[src/rtl/bin_to_bcd.sv]
// Sequential double-dabble binary-to-BCD converter.
// Four display digits with sign and >9999 overflow flag.
module bin_to_bcd #(
  parameter int W = 14
) (
  input  logic         clk,
  input  logic         rst,
  input  logic         start,
  input  logic         signed_mode,
  input  logic [W-1:0] value,
  output logic [3:0]   d3,
  output logic [3:0]   d2,
  output logic [3:0]   d1,
  output logic [3:0]   d0,
  output logic         neg,
  output logic         ovf,
  output logic         busy,
  output logic         done
);

  typedef enum logic [1:0] {
    S_IDLE,
    S_SHIFT,
    S_FIN
  } state_t;

  state_t state;
  state_t nxt;

  logic [19:0]    bcd;
  logic [19:0]    bcd_adj;
  logic [W-1:0]   mag;
  logic [W-1:0]   neg_val;
  logic [19+W:0]  sh;
  logic [3:0]     cnt;
  logic           sign;
  logic           zero;

  always_ff @(posedge clk) begin
    if (rst) state <= S_IDLE;
    else     state <= nxt;
  end

  always_comb begin
    nxt = state;
    unique case (state)
      S_IDLE:  if (start) nxt = S_SHIFT;
      S_SHIFT: if (cnt == 4'(W - 1)) nxt = S_FIN;
      S_FIN:   nxt = S_IDLE;
      default: nxt = S_IDLE;
    endcase
  end

  always_comb begin
    busy = (state != S_IDLE);
  end

  // add-3 correction on each digit before the shift
  always_comb begin
    bcd_adj = bcd;
    for (int i = 0; i < 5; i++) begin
      if (bcd[4*i +: 4] >= 4'd5)
        bcd_adj[4*i +: 4] = bcd[4*i +: 4] + 4'd3;
    end
  end

  assign sh      = {bcd_adj, mag} << 1;
  assign neg_val = ~value + {{(W-1){1'b0}}, 1'b1};

  always_ff @(posedge clk) begin
    if (rst) begin
      bcd  <= '0;
      mag  <= '0;
      cnt  <= '0;
      sign <= 1'b0;
      zero <= 1'b0;
      d3   <= '0;
      d2   <= '0;
      d1   <= '0;
      d0   <= '0;
      neg  <= 1'b0;
      ovf  <= 1'b0;
      done <= 1'b0;
    end else begin
      done <= 1'b0;
      unique case (state)
        S_IDLE: begin
          if (start) begin
            if (signed_mode && value[W-1]) mag <= neg_val;
            else                           mag <= value;
            sign <= signed_mode & value[W-1];
            zero <= (value == '0);
            bcd  <= '0;
            cnt  <= '0;
          end
        end
        S_SHIFT: begin
          {bcd, mag} <= sh;
          cnt        <= cnt + 4'd1;
        end
        S_FIN: begin
          // a nonzero fifth digit means the value exceeds 9999
          if (bcd[19:16] != 4'd0) begin
            d3  <= 4'd9;
            d2  <= 4'd9;
            d1  <= 4'd9;
            d0  <= 4'd9;
            ovf <= 1'b1;
          end else begin
            d3  <= bcd[15:12];
            d2  <= bcd[11:8];
            d1  <= bcd[7:4];
            d0  <= bcd[3:0];
            ovf <= 1'b0;
          end
          neg  <= sign & ~zero;
          done <= 1'b1;
        end
        default: ;
      endcase
    end
  end

endmodule

[config.mk]
export PLATFORM = sky130hd
export DESIGN_NAME = bin_to_bcd
export DESIGN_NICKNAME = d
export VERILOG_FILES = /design/src/rtl/bin_to_bcd.sv
export SDC_FILE = /design/constraint.sdc
export NUM_CORES = 1
export LEC_CHECK = 0
export CORE_UTILIZATION = 50
export CTS_CLUSTER_DIAMETER = 50
export DETAILED_ROUTE_END_ITERATION = 16
export PLACE_DENSITY = 0.72
export SKIP_LAST_GASP = 1
export SLEW_MARGIN = 10
export SYNTH_ARGS = -nofsm -noshare
export SYNTH_HDL_FRONTEND = slang
export SYNTH_SLANG_ARGS = --single-unit
[constraint.sdc]
create_clock -name clk -period 1.88 [get_ports clk]
set_input_delay 0.376 -clock clk [delete_from_list [all_inputs] [get_ports clk]]
set_output_delay 0.376 -clock clk [all_outputs]
set_load 0.05 [all_outputs]
==> out/summary.json <==
{
  "run_status": {"value": "complete, no violations"},
  "power_leakage": {"value": 0.00171, "unit": "µW"},
  "post_drt_via_cell_ratio": {"value": 5.57},
  "slew_violations": {"value": 0},
  "clock_tree.root_cell": {"value": "sky130_fd_sc_hd__clkbuf_8"},
  "post-route-drc-count": {"value": 0},
  "clock_insertion_delay_worst_skew": {"value": 350, "unit": "ps"},
  "post_route_cells_drive_above_1_share": {"value": 13.1, "unit": "%"},
  "rel_slew_slack": {"value": 40.2, "unit": "%"},
  "routed_wl": {"value": 6.65, "unit": "mm"},
  "max-clock-path-buffers": {"value": 2},
  "worstSetupStartpointType": {"value": "flip-flop"},
  "postSynthNetCount": {"value": 364},
  "worstPathBufferInverterCount": {"value": 1},
  "vdd_ir_drop_max": {"value": 419, "unit": "µV"},
  "final_setup_violation_count": {"value": 0},
  "reg2reg_depth": {"value": 4},
  "grt_util_met1": {"value": 28.3, "unit": "%"},
  "initial_antenna_violation_count": {"value": 0},
  "post_cts_hold_buffer_count": {"value": 0},
  "grt_remaining_overflow": {"value": 0},
  "hold-worst-slack": {"value": 450, "unit": "ps"},
  "global_route_wire_length_before_repair": {"value": 11.0, "unit": "mm"},
  "gp_congestion": {"value": 0.888},
  "worst_setup_path_startpoint": {"value": "d3[2]"},
  "floorplan.core_area": {"value": 5510, "unit": "µm²"},
  "critical_path_arrival": {"value": 1480, "unit": "ps"},
  "worst_pin_slew": {"value": 894, "unit": "ps"},
  "cts.sinks": {"value": 61},
  "h_tree_level_count": {"value": 3},
  "syn_avg_cell_area": {"value": 8.61, "unit": "µm²"},
  "ff2ff_setup_slack": {"value": 170, "unit": "ps"},
  "syn-cell-area": {"value": 2860, "unit": "µm²"},
  "synth_compound_area_share": {"value": 19.6, "unit": "%"},
  "setup.worst_path.end": {"value": "d3[2]"},
  "die_height": {"value": 77.6, "unit": "µm"},
  "timing.critical_path.depth": {"value": 1},
  "pin_count_of_the_biggest_net_entering_global_routing": {"value": 36},
  "crit_share_post_route": {"value": 98.8, "unit": "%"},
  "boundaryPins": {"value": 38},
  "worst_hold_path_type": {"value": "reg2reg"},
  "met3_usage": {"value": 4.24, "unit": "%"},
  "ys_seq_area_share": {"value": 42.7, "unit": "%"},
  "upper_clock_frequency_limit": {"value": 539, "unit": "MHz"},
  "r2r-start": {"value": "state[0]"},
  "grt_usage": {"value": 23.8, "unit": "%"},
  "synth_xor_xnor_area_share": {"value": 6.13, "unit": "%"},
  "clock-skew-final": {"value": 6.17, "unit": "ps"},
  "critical-path-max-stage-delay": {"value": 800, "unit": "ps"},
  "post_drt_wl_per_cell": {"value": 14.2, "unit": "µm"},
  "endpoint_kind": {"value": "primary output"},
  "synth_top_family_by_area": {"value": "compound AO/OA/AOI/OAI gates"},
  "input_output_buffers": {"value": 37},
  "fin_crit": {"value": 1860, "unit": "ps"},
  "floorplan.initialDensity": {"value": 51.9, "unit": "%"},
  "crit_chain": {"value": "clkdlybuf4s50_1"},
  "yosys_warnings": {"value": 0},
  "place_worst_setup_slack": {"value": -191, "unit": "ps"},
  "busiest_layer": {"value": "met2"},
  "yosys_register_bits": {"value": 61},
  "grt_pass1_vias": {"value": 2448},
  "filler_cell_count": {"value": 473},
  "fin_nets": {"value": 423},
  "muxShareOfSynthArea": {"value": 2.15, "unit": "%"},
  "cts_post_setup_buffers_inserted": {"value": 0},
  "worst_setup_hold_path_clk_slew": {"value": 70, "unit": "ps"},
  "detailedRoute.firstIterationViolations": {"value": 167},
  "tritoncts": {"value": "done"},
  "met2_usage": {"value": 39.5, "unit": "%"},
  "timing.max_cap.violations": {"value": 0},
  "unrepaired_setup_endpoints_after_global_routing": {"value": "no"},
  "cp_top_family": {"value": "buffers and inverters"},
  "num_rows": {"value": 27},
  "yosysUniqueCellTypes": {"value": 40},
  "worst_ep_required_time": {"value": 1500, "unit": "ps"},
  "postSynthCellCount": {"value": 332},
  "critical_path.max_fanout": {"value": 2},
  "timing_hold_violations_final": {"value": 0},
  "tritoncts.num_buffers": {"value": 9},
  "p_per_area": {"value": 818, "unit": "nW/µm²"},
  "flow.area_growth_from_synthesis": {"value": 31.0, "unit": "%"},
  "crit-reg2reg-capture": {"value": "mag[2]"},
  "drt_first_pass_iters": {"value": 5},
  "synthSimpleGateAreaFrac": {"value": 18.3, "unit": "%"},
  "slowest_library_cell_on_the_worst_path": {"value": "sky130_fd_sc_hd__clkdlybuf4s50_1"},
  "die_area": {"value": 6020, "unit": "µm²"},
  "antenna_cells": {"value": 0},
  "drt_antenna_net_count": {"value": 0},
  "layout_setup_ws": {"value": 23.0, "unit": "ps"},
  "num_vias": {"value": 2605},
  "width_of_the_die": {"value": 77.6, "unit": "µm"},
  "synthAdderAreaFrac": {"value": 6.13, "unit": "%"},
  "crit_type": {"value": "reg2out"},
  "detailed_place_hpwl": {"value": 4.62, "unit": "mm"}
}
## synthesized netlist by cell type
cell type / n / area (µm²)
sky130_fd_sc_hd__a211o_1: 1 / 8.76
sky130_fd_sc_hd__or4_1: 1 / 7.51
sky130_fd_sc_hd__xnor2_1: 16 / 140
sky130_fd_sc_hd__a31oi_1: 5 / 31.3
sky130_fd_sc_hd__and2_1: 1 / 6.26
sky130_fd_sc_hd__nand3b_1: 1 / 7.51
sky130_fd_sc_hd__mux2_2: 1 / 11.3
sky130_fd_sc_hd__nand2b_1: 7 / 43.8
sky130_fd_sc_hd__o22ai_1: 7 / 43.8
sky130_fd_sc_hd__a21o_1: 1 / 7.51
sky130_fd_sc_hd__nor4_1: 1 / 6.26
sky130_fd_sc_hd__and2b_1: 1 / 7.51
sky130_fd_sc_hd__nor2_1: 34 / 128
sky130_fd_sc_hd__a211oi_1: 4 / 30.0
sky130_fd_sc_hd__mux2i_1: 5 / 50.1
sky130_fd_sc_hd__and3_1: 2 / 12.5
sky130_fd_sc_hd__a22o_1: 6 / 52.6
sky130_fd_sc_hd__o21bai_2: 1 / 11.3
sky130_fd_sc_hd__ha_1: 14 / 175
sky130_fd_sc_hd__nand2_1: 20 / 75.1
sky130_fd_sc_hd__nor3_1: 13 / 65.1
sky130_fd_sc_hd__dfxtp_1: 61 / 1220
sky130_fd_sc_hd__or3b_1: 1 / 8.76
sky130_fd_sc_hd__buf_6: 1 / 11.3
sky130_fd_sc_hd__a22oi_1: 20 / 150
sky130_fd_sc_hd__nand3_1: 9 / 45.0
sky130_fd_sc_hd__o21ai_0: 20 / 100
sky130_fd_sc_hd__nor3b_1: 1 / 7.51
sky130_fd_sc_hd__xor2_1: 4 / 35.0
sky130_fd_sc_hd__nor4_2: 2 / 25.0
sky130_fd_sc_hd__buf_2: 3 / 15.0
sky130_fd_sc_hd__nand4_1: 2 / 12.5
sky130_fd_sc_hd__inv_1: 17 / 63.8
sky130_fd_sc_hd__or2b_1: 1 / 7.51
sky130_fd_sc_hd__or3_1: 4 / 25.0
sky130_fd_sc_hd__clkbuf_1: 14 / 52.6
sky130_fd_sc_hd__nor2b_1: 2 / 12.5
sky130_fd_sc_hd__a21oi_1: 24 / 120
sky130_fd_sc_hd__o21ai_1: 1 / 5.00
sky130_fd_sc_hd__or2_2: 3 / 18.8
## cells in the final DEF, fill, tap and decap left out, drive strengths merged, types with 16 or more instances in the layout
master,instances
dfxtp,61
nor2,34
buf,31
a21oi,24
o21ai,21
a22oi,20
nand2,20
clkdlybuf4s50,20
inv,17
xnor2,16
## worst min path at each step
| stage | startpoint | endpoint | depth (start not counted) |
|---|---|---|---|
| detailed placement | neg | neg | 2 |
| global placement | bcd[17] | bcd[17] | 2 |
| finish | neg | neg | 2 |
| floorplan | mag[0] | mag[0] | 2 |
| CTS | neg | neg | 2 |
| global route | neg | neg | 2 |
## power by group
| part | switching [µW] | internal, µW |
|---|---|---|
| logic | 161 | 139 |
| clock network | 497 | 915 |
| registers | 22.7 | 1330 |
## registers in the layout, summed over array words and instances, names as in the netlist
register / count
d2: 4
d3: 4
neg: 1
d0: 4
d1: 4
bcd: 20
done: 1
sign: 1
zero: 1
cnt: 4
ovf: 1
state: 2
mag: 14
## cells by family (layout without fill, tap and decap cells)
kind of cell / Yosys count / count (layout)
compound gates: 90 / 90
xor+xnor: 20 / 20
mux: 6 / 6
flops: 61 / 61
simple gates: 106 / 106
fa+ha+maj: 14 / 14
buf+inv: 35 / 99
## per-stage QoR
stage	total power, µW	cells	setup TNS, ps	area (µm²)	util (%)
final	3060	468	0	3740	68.0
after floorplan	1530	332	0	2860	-
after detailed placement	1670	452	-700	3460	62.9
after global routing	3160	468	0	3740	68.0
after global placement	1670	452	-360	3460	62.9
after CTS	3070	468	0	3700	67.3
## per-layer routing
| layer | up-vias | share of wire [%] |
|---|---|---|
| met5 | - | 0 |
| met4 | 0 | 2.4 |
| met3 | 16 | 4.8 |
| met2 | 73 | 48 |
| met1 | 1227 | 45 |
| li1 | 1289 | - |
## layout make-up
type                       count  area, µm²  share of cell area, %
clock buffer                  12        145                   3.88
clock inverter                 4       95.1                   2.54
inverter                      17       63.8                   1.71
multi-input combinational    236       1490                   39.9
sequential                    61       1220                   32.6
tap                           72       90.1                   2.41
timing repair buffer          66        633                   16.9
## timing repair
item | in CTS | in global routing
resized for setup | 0 | 15
endpoints found under the hold margin | 0 | 0
setup endpoints to repair | 0 | 15
Note: power is estimated with default switching activity, not from simulation.
